<file path="src/rtl/prod_win_avg_if.sv">
// prod_win_avg_if: sample/result bundle for the sliding-window averager.
//   clr  - synchronous clear, active-high
//   vld  - qualifies the product on `in`
//   in   - 2w-bit unsigned product from the upstream multiplier
//   sum  - 2w+lg bit sum of the products held in the window
//   avg  - 2w-bit window average (sum >> lg) while full, else 0
//   cnt  - lg+1 bit number of products held, 0..d
//   full - cnt == d
// master drives clr/vld/in and observes results; slave is the averager.
interface prod_win_avg_if #(
    parameter int unsigned w = 4,
    parameter int unsigned d = 4
);
    localparam int unsigned lg = $clog2(d);

    logic                  clr;
    logic                  vld;
    logic [2*w-1:0]        in;
    logic [2*w+lg-1:0]     sum;
    logic [2*w-1:0]        avg;
    logic [lg:0]           cnt;
    logic                  full;

    modport master (output clr, vld, in, input sum, avg, cnt, full);
    modport slave  (input clr, vld, in, output sum, avg, cnt, full);
endinterface

</file>
<file path="src/rtl/prod_win_avg.sv">
// prod_win_avg: sliding-window accumulator over the last d valid products.
//   clk   - rising-edge clock
//   rst_b - asynchronous reset, active-low
//   bus   - prod_win_avg_if slave: clr/vld/in in, sum/avg/cnt/full out
// Priority per edge: reset, clr, vld push, hold. All outputs are registered
// and reflect a push on the same edge that samples it.
module prod_win_avg #(
    parameter int unsigned w = 4,
    parameter int unsigned d = 4
) (
    input logic          clk,
    input logic          rst_b,
    prod_win_avg_if.slave bus
);
    localparam int unsigned lg = $clog2(d);
    localparam int unsigned PW = 2 * w;
    localparam int unsigned SW = 2 * w + lg;

    logic [PW-1:0] mem_q [d];
    logic [lg-1:0] wp_q;
    logic [SW-1:0] sum_q, sum_nxt;
    logic [PW-1:0] avg_q, avg_nxt;
    logic [PW-1:0] old;
    logic [lg:0]   cnt_q, cnt_nxt;
    logic          full_q, full_nxt;

    // Once full, wp points at the oldest entry, which this push evicts.
    always_comb begin
        old      = '0;
        if (full_q) old = mem_q[wp_q];
        sum_nxt  = sum_q + SW'(bus.in) - SW'(old);
        cnt_nxt  = full_q ? cnt_q : cnt_q + (lg+1)'(1);
        full_nxt = (cnt_nxt == (lg+1)'(d));
        avg_nxt  = '0;
        if (full_nxt) avg_nxt = sum_nxt[SW-1:lg];
    end

    always_ff @(posedge clk or negedge rst_b) begin
        if (!rst_b) begin
            for (int unsigned i = 0; i < d; i++) mem_q[i] <= '0;
            wp_q   <= '0;
            sum_q  <= '0;
            avg_q  <= '0;
            cnt_q  <= '0;
            full_q <= 1'b0;
        end else if (bus.clr) begin
            for (int unsigned i = 0; i < d; i++) mem_q[i] <= '0;
            wp_q   <= '0;
            sum_q  <= '0;
            avg_q  <= '0;
            cnt_q  <= '0;
            full_q <= 1'b0;
        end else if (bus.vld) begin
            mem_q[wp_q] <= bus.in;
            wp_q   <= wp_q + lg'(1);
            sum_q  <= sum_nxt;
            avg_q  <= avg_nxt;
            cnt_q  <= cnt_nxt;
            full_q <= full_nxt;
        end
    end

    assign bus.sum  = sum_q;
    assign bus.avg  = avg_q;
    assign bus.cnt  = cnt_q;
    assign bus.full = full_q;
endmodule

</file>
<file path="src/flat_wrapper.sv">
// flat-port wrapper written by rule: the top's interface ports become plain ports
module prod_win_avg_flat 
#(
    parameter int unsigned w = 4,
    parameter int unsigned d = 4
)
  (clk, rst_b, bus_clr, bus_vld, bus_in, bus_sum, bus_avg, bus_cnt, bus_full);
  prod_win_avg_if #(.w(w), .d(d)) bus_i ();
  input logic clk;
  input logic rst_b;
  input wire logic [$bits(bus_i.clr)-1:0] bus_clr;
  input wire logic [$bits(bus_i.vld)-1:0] bus_vld;
  input wire logic [$bits(bus_i.in)-1:0] bus_in;
  output wire logic [$bits(bus_i.sum)-1:0] bus_sum;
  output wire logic [$bits(bus_i.avg)-1:0] bus_avg;
  output wire logic [$bits(bus_i.cnt)-1:0] bus_cnt;
  output wire logic [$bits(bus_i.full)-1:0] bus_full;
  assign bus_i.clr = bus_clr;
  assign bus_i.vld = bus_vld;
  assign bus_i.in = bus_in;
  assign bus_sum = bus_i.sum;
  assign bus_avg = bus_i.avg;
  assign bus_cnt = bus_i.cnt;
  assign bus_full = bus_i.full;
  prod_win_avg #(.w(w), .d(d)) u_core (.clk(clk), .rst_b(rst_b), .bus(bus_i));
endmodule
</file>
<file path="config.mk">
export PLATFORM = sky130hd
export DESIGN_NAME = prod_win_avg_flat
export DESIGN_NICKNAME = d
export VERILOG_FILES = /design/src/rtl/prod_win_avg_if.sv /design/src/rtl/prod_win_avg.sv /design/src/flat_wrapper.sv
export SDC_FILE = /design/constraint.sdc
export NUM_CORES = 1
export LEC_CHECK = 0
export CAP_MARGIN = 10
export CORE_UTILIZATION = 45
export DETAILED_ROUTE_END_ITERATION = 8
export HOLD_SLACK_MARGIN = 0.02
export PLACE_DENSITY = 0.63
export SLEW_MARGIN = 20
export SYNTH_ARGS = -nofsm -noshare
export SYNTH_HDL_FRONTEND = slang
export SYNTH_SLANG_ARGS = --single-unit
</file>
<file path="constraint.sdc">
create_clock -name clk -period 7.9 [get_ports clk]
set_input_delay 1.58 -clock clk [delete_from_list [all_inputs] [get_ports clk]]
set_output_delay 1.58 -clock clk [all_outputs]
set_load 0.01 [all_outputs]
</file>
# Word-level counts from Yosys, hierarchy flattened
# Cells that the tools add are included.
word_totals:
  register_bits: 56
  out_inout_bits: 22
  wordCells: 40
classes:
  add_sub_neg: 4
  n_lt_le_gt_ge: 2
  eq_ne: 1
  n_mux: 21
  n_bitwise: 1
  reduce_logical: 2
ops:
  columns: ["cell", "n"]
  rows:
  - ["2-to-1 mux 32 bit", 2]
  - ["2-to-1 mux 8 bit", 7]
  - ["bitwise mux 32 bit", 1]
  - ["2-to-1 mux 10 bit", 2]
  - ["binary-select mux 8 bit (select 2 bit)", 1]
  - ["demux 8 bit (select 2 bit)", 1]
  - ["adder 10 x 8 -> 10 bit", 1]
  - ["subtractor 10 x 8 -> 10 bit", 1]
  - ["2-to-1 mux 3 bit", 3]
  - ["2-to-1 mux 2 bit", 2]
  - ["adder 3 x 1 -> 3 bit (second input constant)", 1]
  - ["== test 3 bit (second input constant)", 1]
  - [">= comparator 3 bit (second input constant)", 1]
  - ["< comparator 3 x 1 -> 1 bit (second input constant)", 1]
  - ["NOT 2 -> 3 bit", 1]
  - ["adder 2 x 1 -> 2 bit (second input constant)", 1]
  - ["2-to-1 mux 1 bit", 2]
  - ["nonzero test 2 bit", 1]
  - ["logical AND 1 bit", 1]

# Logic depth before layout (Yosys ltp)
# Gate-level depths: netlist (run 1).
logic_depth:
  depth_word: 9
  ltp_mapped: 12
  depth_no_buf: 11

# Worst setup path before layout (run 1)
# Ideal clock, no wire load.
synth_timing:
  path_type: "input to register"
  start: "input port bus_in[1]"
  end: "register u_core.sum_q[6] (netlist: u_core.bus.sum[6])"
  setup_time_ns: 0.126
  t_arrival_ns: 3.565
  path_slack_ns: 4.209
  cell_stages: 9
  n_path_buf: 0
  path_cell_list: "inv_1 -> fa_1 -> inv_1 -> fa_1 -> a211oi_2 -> o21bai_1 -> a21oi_1 -> nor3_1 -> a311o_1"
synth_via:
  elab_chain_cells: 4
synth_rtl:
  columns: ["element", "line", "rtl"]
  rows:
  - ["start: declaration", "flat_wrapper.sv:13", "input wire logic [$bits(bus_i.in)-1:0] bus_in;"]
  - ["adder 10 x 8 -> 10 bit", "prod_win_avg.sv:31", "sum_nxt = sum_q + SW'(bus.in) - SW'(old);"]
  - ["subtractor 10 x 8 -> 10 bit", "prod_win_avg.sv:31", null]
  - ["2-to-1 mux 10 bit", "prod_win_avg.sv:53", "end else if (bus.vld) begin"]
  - ["2-to-1 mux 10 bit", "prod_win_avg.sv:46", "end else if (bus.clr) begin"]
  - ["end signal: assignment", "prod_win_avg.sv:56", "sum_q <= sum_nxt;"]
  - ["end: declaration", "prod_win_avg.sv:21", "logic [SW-1:0] sum_q, sum_nxt;"]
# Every way passes these cells. The select of a mux whose other input is x is not followed.
# A chain may end at the register's enable or synchronous reset.

# Worst setup path in the final report (run 1)
# Ends and elaborated chain as after synthesis.

==> run metrics, run 1 <==
Yosys reg bits 56; setup TNS 0 ns; fmax 0.243 GHz; count leader, synth dfrtp_1; Crit path arrival time around 4.3 ns; Sw Share between 30% and 40%; Final min period 4.11 ns; final antenna-violating net count 0; H-tree Lvls 2; Total Routed Length between 7 and 8 mm; Longest Clk Path Bufs 2; PD cells 239 mW/mm2; P&R area growth vs syn 14.1%; grt ovf 0; Netlist cell types 46; maximum VDD drop between 0.08 and 0.09 mV; mux contribution to synthesized area 7.60%; WS Path Type input port to register; ys async rst share 100%; Die Height 88.8 um; largest net degree at the start of global routing 57; chip width 88.8 um; compound-cell area share of the yosys netlist 15.3%; EDFF count, synth 0; n_diodes 0; commonest cells in the netlist dfrtp_1, nand2_1, inv_1; Clock transition at path regs 0.10 ns; syn_area_per_cell just under 10 um2; fin crit share about 52%; Setup Skew ~0.0078 ns; first-pass GRT wire length roughly 13 mm; critical path, cell by cell clkdlybuf4s50_1 -> inv_1 -> fa_1 -> inv_1 -> fa_1 -> a211oi_2 -> o21bai_1 -> a21oi_1 -> nor3_1 -> a311o_1; actual slew at the worst max-slew pin between 0.9 and 1 ns; HPWL Detailed roughly 5 mm; slowest cell delay on critical path ~0.57 ns; CTS tree yes; share of the synthesized area in the top cell type about two fifths; Comb pwr share around 45%; Clock Latency Late Sink 0.32 ns; simple-gate share of the synthesized area 16.3%; mapped cell area between 0.003 and 0.004 mm2; Yosys warnings 0; Setup Buffers After CTS 0; startpoint type of the worst setup path input port; antenna violations before repair 0; die area just under 0.008 mm2; Worst Path Buf+Inv 3; Leak roughly 1.7 nW; vias in the first global route 2526; Initial DRC Count 95; Clk pwr share a little under a fifth; CP max stage cell clkdlybuf4s50_1; Flop pwr share 36.9%; max_slew headroom between 30 and 40%; TritonCTS Buffers 5; CTS root buf clkbuf_8; top_reg_cell synth dfrtp_1; sw power about 0.36 mW; Ports 34; Port Buffers 33; Final Max Slew Viols 0; share of cells above drive strength 1 8.71%; DRC 0; Seq/Total Area, Yosys roughly two fifths; core footprint 0.00725 mm2; CP delay by family, top adder cells; largest family of logic cells by synthesized area simple AND/OR/NAND/NOR gates; Hold Worst Slack around 0.50 ns; Synth area leaders dfrtp_1, ha_1, a21oi_1; post_cts resized 0; hold-fix buffers at CTS 0; RSZ-0062 raised after global routing no; Vias roughly 2.6k; max cap viols 0; status finished, final reports clean; Fin. Hold Viols 0; DR vias/cell around 5.4; area leader, netlist dfrtp_1; synthesized-area fraction occupied by adder cells roughly a tenth; Min-Delay Path Class register to register; CTS Sinks 56; total global-route track usage a little over a fifth; Syn Inst Count roughly 350; WL per Instance around 16 um; CP required roughly 8.1 ns; Max FO, Critical Path 5; Nets roughly 410; Final Setup Violations 0; Worst setup EP type register; post-synthesis xor/xnor area fraction roughly 2.8%; Initial Utilization between 40% and 50%; FP Rows 31; syn_nets 388; GP Congestion approximately 0.81; P_int about 0.57 mW; total iterations of the first detailed-routing run 4
-- worst min-delay path, delay by kind of cell, from the launching register on --
kind | cells | cell delay (ns)
AO/OA/AOI/OAI | 1 | 0.05
flip-flops | 1 | 0.37
AND/OR/NAND/NOR | 1 | 0.05
-- cell type report --
type	count	area, um2
fillers	677	3380
clock buffers	6	82.6
clock inverters	2	13.8
well taps	99	124
flip-flops and latches	56	1400
inverters	37	139
repair buffers	35	335
multi-input cells	243	1780
-- registers in the layout (all words and copies together) (netlist names) --
register / cells
u_core.bus.avg: 8
u_core.bus.cnt: 3
u_core.mem_q: 32
u_core.bus.sum: 10
u_core.wp_q: 2
u_core.bus.full: 1
-- power groups by stage --
stage | Clock [mW] | Combinational [mW] | Sequential [mW]
CTS | 0.179 | 0.414 | 0.343
finish | 0.172 | 0.413 | 0.342
detailed placement | 0 | 0.413 | 0.348
global placement | 0 | 0.405 | 0.347
floorplan | 0 | 0.296 | 0.344
global route | 0.191 | 0.457 | 0.347
-- path summary, 6_finish.rpt --
path                                               startpoint  slack, ns                             to  cells after the start
worst min-delay path            u_core.bus.avg[5]$_DFFE_PN0P_       0.50  u_core.bus.avg[5]$_DFFE_PN0P_                      2
worst min register to register  u_core.bus.avg[5]$_DFFE_PN0P_       0.50  u_core.bus.avg[5]$_DFFE_PN0P_                      2
worst max-delay path                                bus_in[1]       3.79  u_core.bus.sum[6]$_DFFE_PN0P_                     10
max in group asynchronous                               rst_b       6.02  u_core.bus.sum[7]$_DFFE_PN0P_                      2
worst max register to register     u_core.wp_q[0]$_DFFE_PN0P_       4.20  u_core.bus.sum[6]$_DFFE_PN0P_                     10
min in group asynchronous                               rst_b       1.40  u_core.bus.cnt[0]$_DFFE_PN0P_                      2
-- metal layers --
| layer | GRT usage [%] | part of all wire (%) |
|---|---|---|
| met1 | 31.2 | 49 |
| met2 | 34.3 | 45 |
| met3 | 3.08 | 4.6 |
| met4 | 6.74 | 1.4 |
| met5 | 0 | 0 |
-- metrics by stage --
step	cells	setup slack (ns)	total power, mW	instance area, um2	util, %
2_1_floorplan	353	4.21	0.640	3390	-
3_3_place_gp	470	3.48	0.752	3770	52.0
3_5_place_dp	470	3.45	0.761	3770	52.0
4_1_cts	478	3.80	0.935	3870	53.4
5_1_grt	478	3.66	0.994	3870	53.4
6_report	478	3.79	0.927	3870	53.4
-- kinds of logic (layout without fill, tap and decap cells) --
kind of cell | after synthesis | after routing
AND/OR/NAND/NOR | 120 | 120
AO/OA/AOI/OAI | 74 | 74
buffers and inverters | 54 | 80
XOR/XNOR | 11 | 11
adder cells (fa/ha/maj) | 23 | 23
multiplexers | 15 | 15
flip-flops | 56 | 56
-- cell usage in the layout (no fill, tap or decap), types with 6 or more instances in the layout --
cell type	n
ha_1	15
fa_1	8
nand3_1	33
dfrtp_1	56
xor2_1	6
mux4_2	8
nor2_1	20
a21oi_1	36
clkbuf_8	6
and2_1	8
inv_1	37
nand2_1	45
clkdlybuf4s50_1	31
(Power assumes the default switching activity.)
==> run 2: changes to the inputs <==
==> constraint.sdc (replaced) <==
create_clock -name clk -period 3.95 [get_ports clk]
set_input_delay 0.79 -clock clk [delete_from_list [all_inputs] [get_ports clk]]
set_output_delay 0.79 -clock clk [all_outputs]
set_load 0.01 [all_outputs]
==> run 2 against run 1 <==
Against the previous run:
- non-clock buffer count is 4 higher
- combinational power is 100% higher
- cell count is 0.84% higher
- count of clock-buffer cells in the layout is 1 lower
- sequential share of layout area is 0.46 points lower
- setup slack worse by 3.4 ns
- clock skew is 0.0029 ns lower
- first-iteration DRC count is 12% lower
- critical path type is now register to register
- critical endpoint is now u_core.bus.sum[9]$_DFFE_PN0P_
==> run metrics, run 2 (synthesized netlist as in run 1, its figures left out) <==
most flop-heavy register u_core.mem_q; maximum VDD drop ~0.22 mV; Longest Clk Path Bufs 2; Setup Skew 0.00491 ns; Ports 34; WL per Instance roughly 15 um; Clock transition at path regs between 0.1 and 0.15 ns; Worst setup EP type register; Flop pwr share around 36%; largest net degree at the start of global routing 38; Comb pwr share 43.6%; vias in the first global route approximately 2.5k; startpoint type of the worst setup path register; max_slew headroom a little over two fifths; max cap viols 0; FP Rows 31; P_int roughly 1.2 mW; DRC 0; chip width ~90 um; n_diodes 0; Nets roughly 420; Vias ~2.6k; Port Buffers 33; max FFs per register 32; CP required 4.16 ns; TritonCTS Buffers 5; die area a little under 0.008 mm2; Initial DRC Count 84; hold-fix buffers at CTS 0; HPWL Detailed approximately 5.4 mm; DR vias/cell about 5.5; fillers around 670; CTS root buf clkbuf_8; post_cts resized 0; Min-Delay Path Class register to register; Sw Share ~38%; Clk pwr share between 20% and 30%; dpl ws ~0.27 ns; total global-route track usage about a fifth; Final Setup Violations 0; commonest non-fill, non-tap cell in the layout dfrtp_1; sw power between 0.7 and 0.8 mW; Setup Buffers After CTS 0; Final min period between 3 and 4 ns; PD cells between 400 and 500 mW/mm2; total iterations of the first detailed-routing run 4; Clock Latency Late Sink approximately 0.31 ns; commonest non-fill, non-tap cells in the layout dfrtp_1, nand2_1, inv_1; grt ovf 0; actual slew at the worst max-slew pin ~0.84 ns; Fin. Hold Viols 0; core footprint 0.00725 mm2; Final Max Slew Viols 0; fin crit share between 90% and 100%; antenna violations before repair 0; share of cells above drive strength 1 around a tenth; Total Routed Length 7.40 mm; Crit path arrival time approximately 3.8 ns; final antenna-violating net count 0; setup TNS 0 ns; status finished, final reports clean; Initial Utilization ~47%; fmax about 0.28 GHz; H-tree Lvls 2; GP Congestion between 0.8 and 0.9; first-pass GRT wire length about 13 mm; Max FO, Critical Path 7; CTS Sinks 56; crit path setup slack, layout 0.379 ns; RSZ-0062 raised after global routing no; CTS tree yes; Die Height between 80 and 90 um; P&R area growth vs syn 15.6%; Leak 1.75 nW; WS Path Type register to register
-- run 2: cell count changes in the layout (fill, tap and decap cells not counted), sizes merged --
cell	delta
buf	+4
bufinv	+1
clkbuf	-1
clkinv	+1
inv	-1
-- run 2: worst paths after layout --
kind	from	end	slack, ns	cells after the start
max in group asynchronous	rst_b	u_core.bus.sum[2]$_DFFE_PN0P_	2.62	2
min in group asynchronous	rst_b	u_core.bus.sum[4]$_DFFE_PN0P_	0.56	1
worst min-delay path	u_core.bus.avg[5]$_DFFE_PN0P_	u_core.bus.avg[5]$_DFFE_PN0P_	0.50	2
worst max register to register	u_core.wp_q[0]$_DFFE_PN0P_	u_core.bus.sum[9]$_DFFE_PN0P_	0.38	11
worst min register to register	u_core.bus.avg[5]$_DFFE_PN0P_	u_core.bus.avg[5]$_DFFE_PN0P_	0.50	2
worst max-delay path	u_core.wp_q[0]$_DFFE_PN0P_	u_core.bus.sum[9]$_DFFE_PN0P_	0.38	11
-- run 2: metal layers --
metal | wire [um] | vias to the layer above | global-route usage, %
met1 | 3480 | 1287 | 30.4
met5 | 0 | - | 0
li1 | - | 1277 | -
met4 | 48 | 0 | 4.84
met2 | 3500 | 67 | 35.0
met3 | 375 | 4 | 2.89
-- run 2: metrics by stage --
step	total power [mW]	cell area (um2)	cells	utilization (%)	hold slack, ns
after global routing	2.04	3920	482	54.1	0.519
final	1.90	3920	482	54.1	0.504
after detailed placement	1.52	3800	474	52.5	0.488
after floorplan	1.28	3390	353	-	0.494
after CTS	1.92	3920	482	54.1	0.512
after global placement	1.51	3800	474	52.5	0.468
-- run 2: power groups by stage --
stage	combinational, mW	clock [mW]	sequential [mW]
after floorplan	0.592	0	0.688
after global placement	0.815	0	0.692
after detailed placement	0.832	0	0.691
after CTS	0.834	0.401	0.680
after global routing	0.930	0.423	0.689
final	0.828	0.391	0.680
-- run 2: area by class of cell --
| type | instances | area (um2) | area share, % |
|---|---|---|---|
| sequential | 56 | 1400 | 35.7 |
| clock buffer | 5 | 68.8 | 1.75 |
| inverter | 37 | 139 | 3.54 |
| clock inverter | 3 | 47.5 | 1.21 |
| timing repair buffer | 39 | 365 | 9.32 |
| multi-input combinational | 243 | 1780 | 45.3 |
| tap | 99 | 124 | 3.16 |
-- run 2: critical path, stage by stage, from the launching register on --
cell	delay, ns
dfrtp_1	0.63
buf_4	0.24
mux4_2	0.48
and2_1	0.18
fa_1	0.48
inv_1	0.04
ha_1	0.29
a2111oi_4	0.36
o21ai_2	0.15
a21bo_1	0.24
nand3_2	0.08
mux2_4	0.29
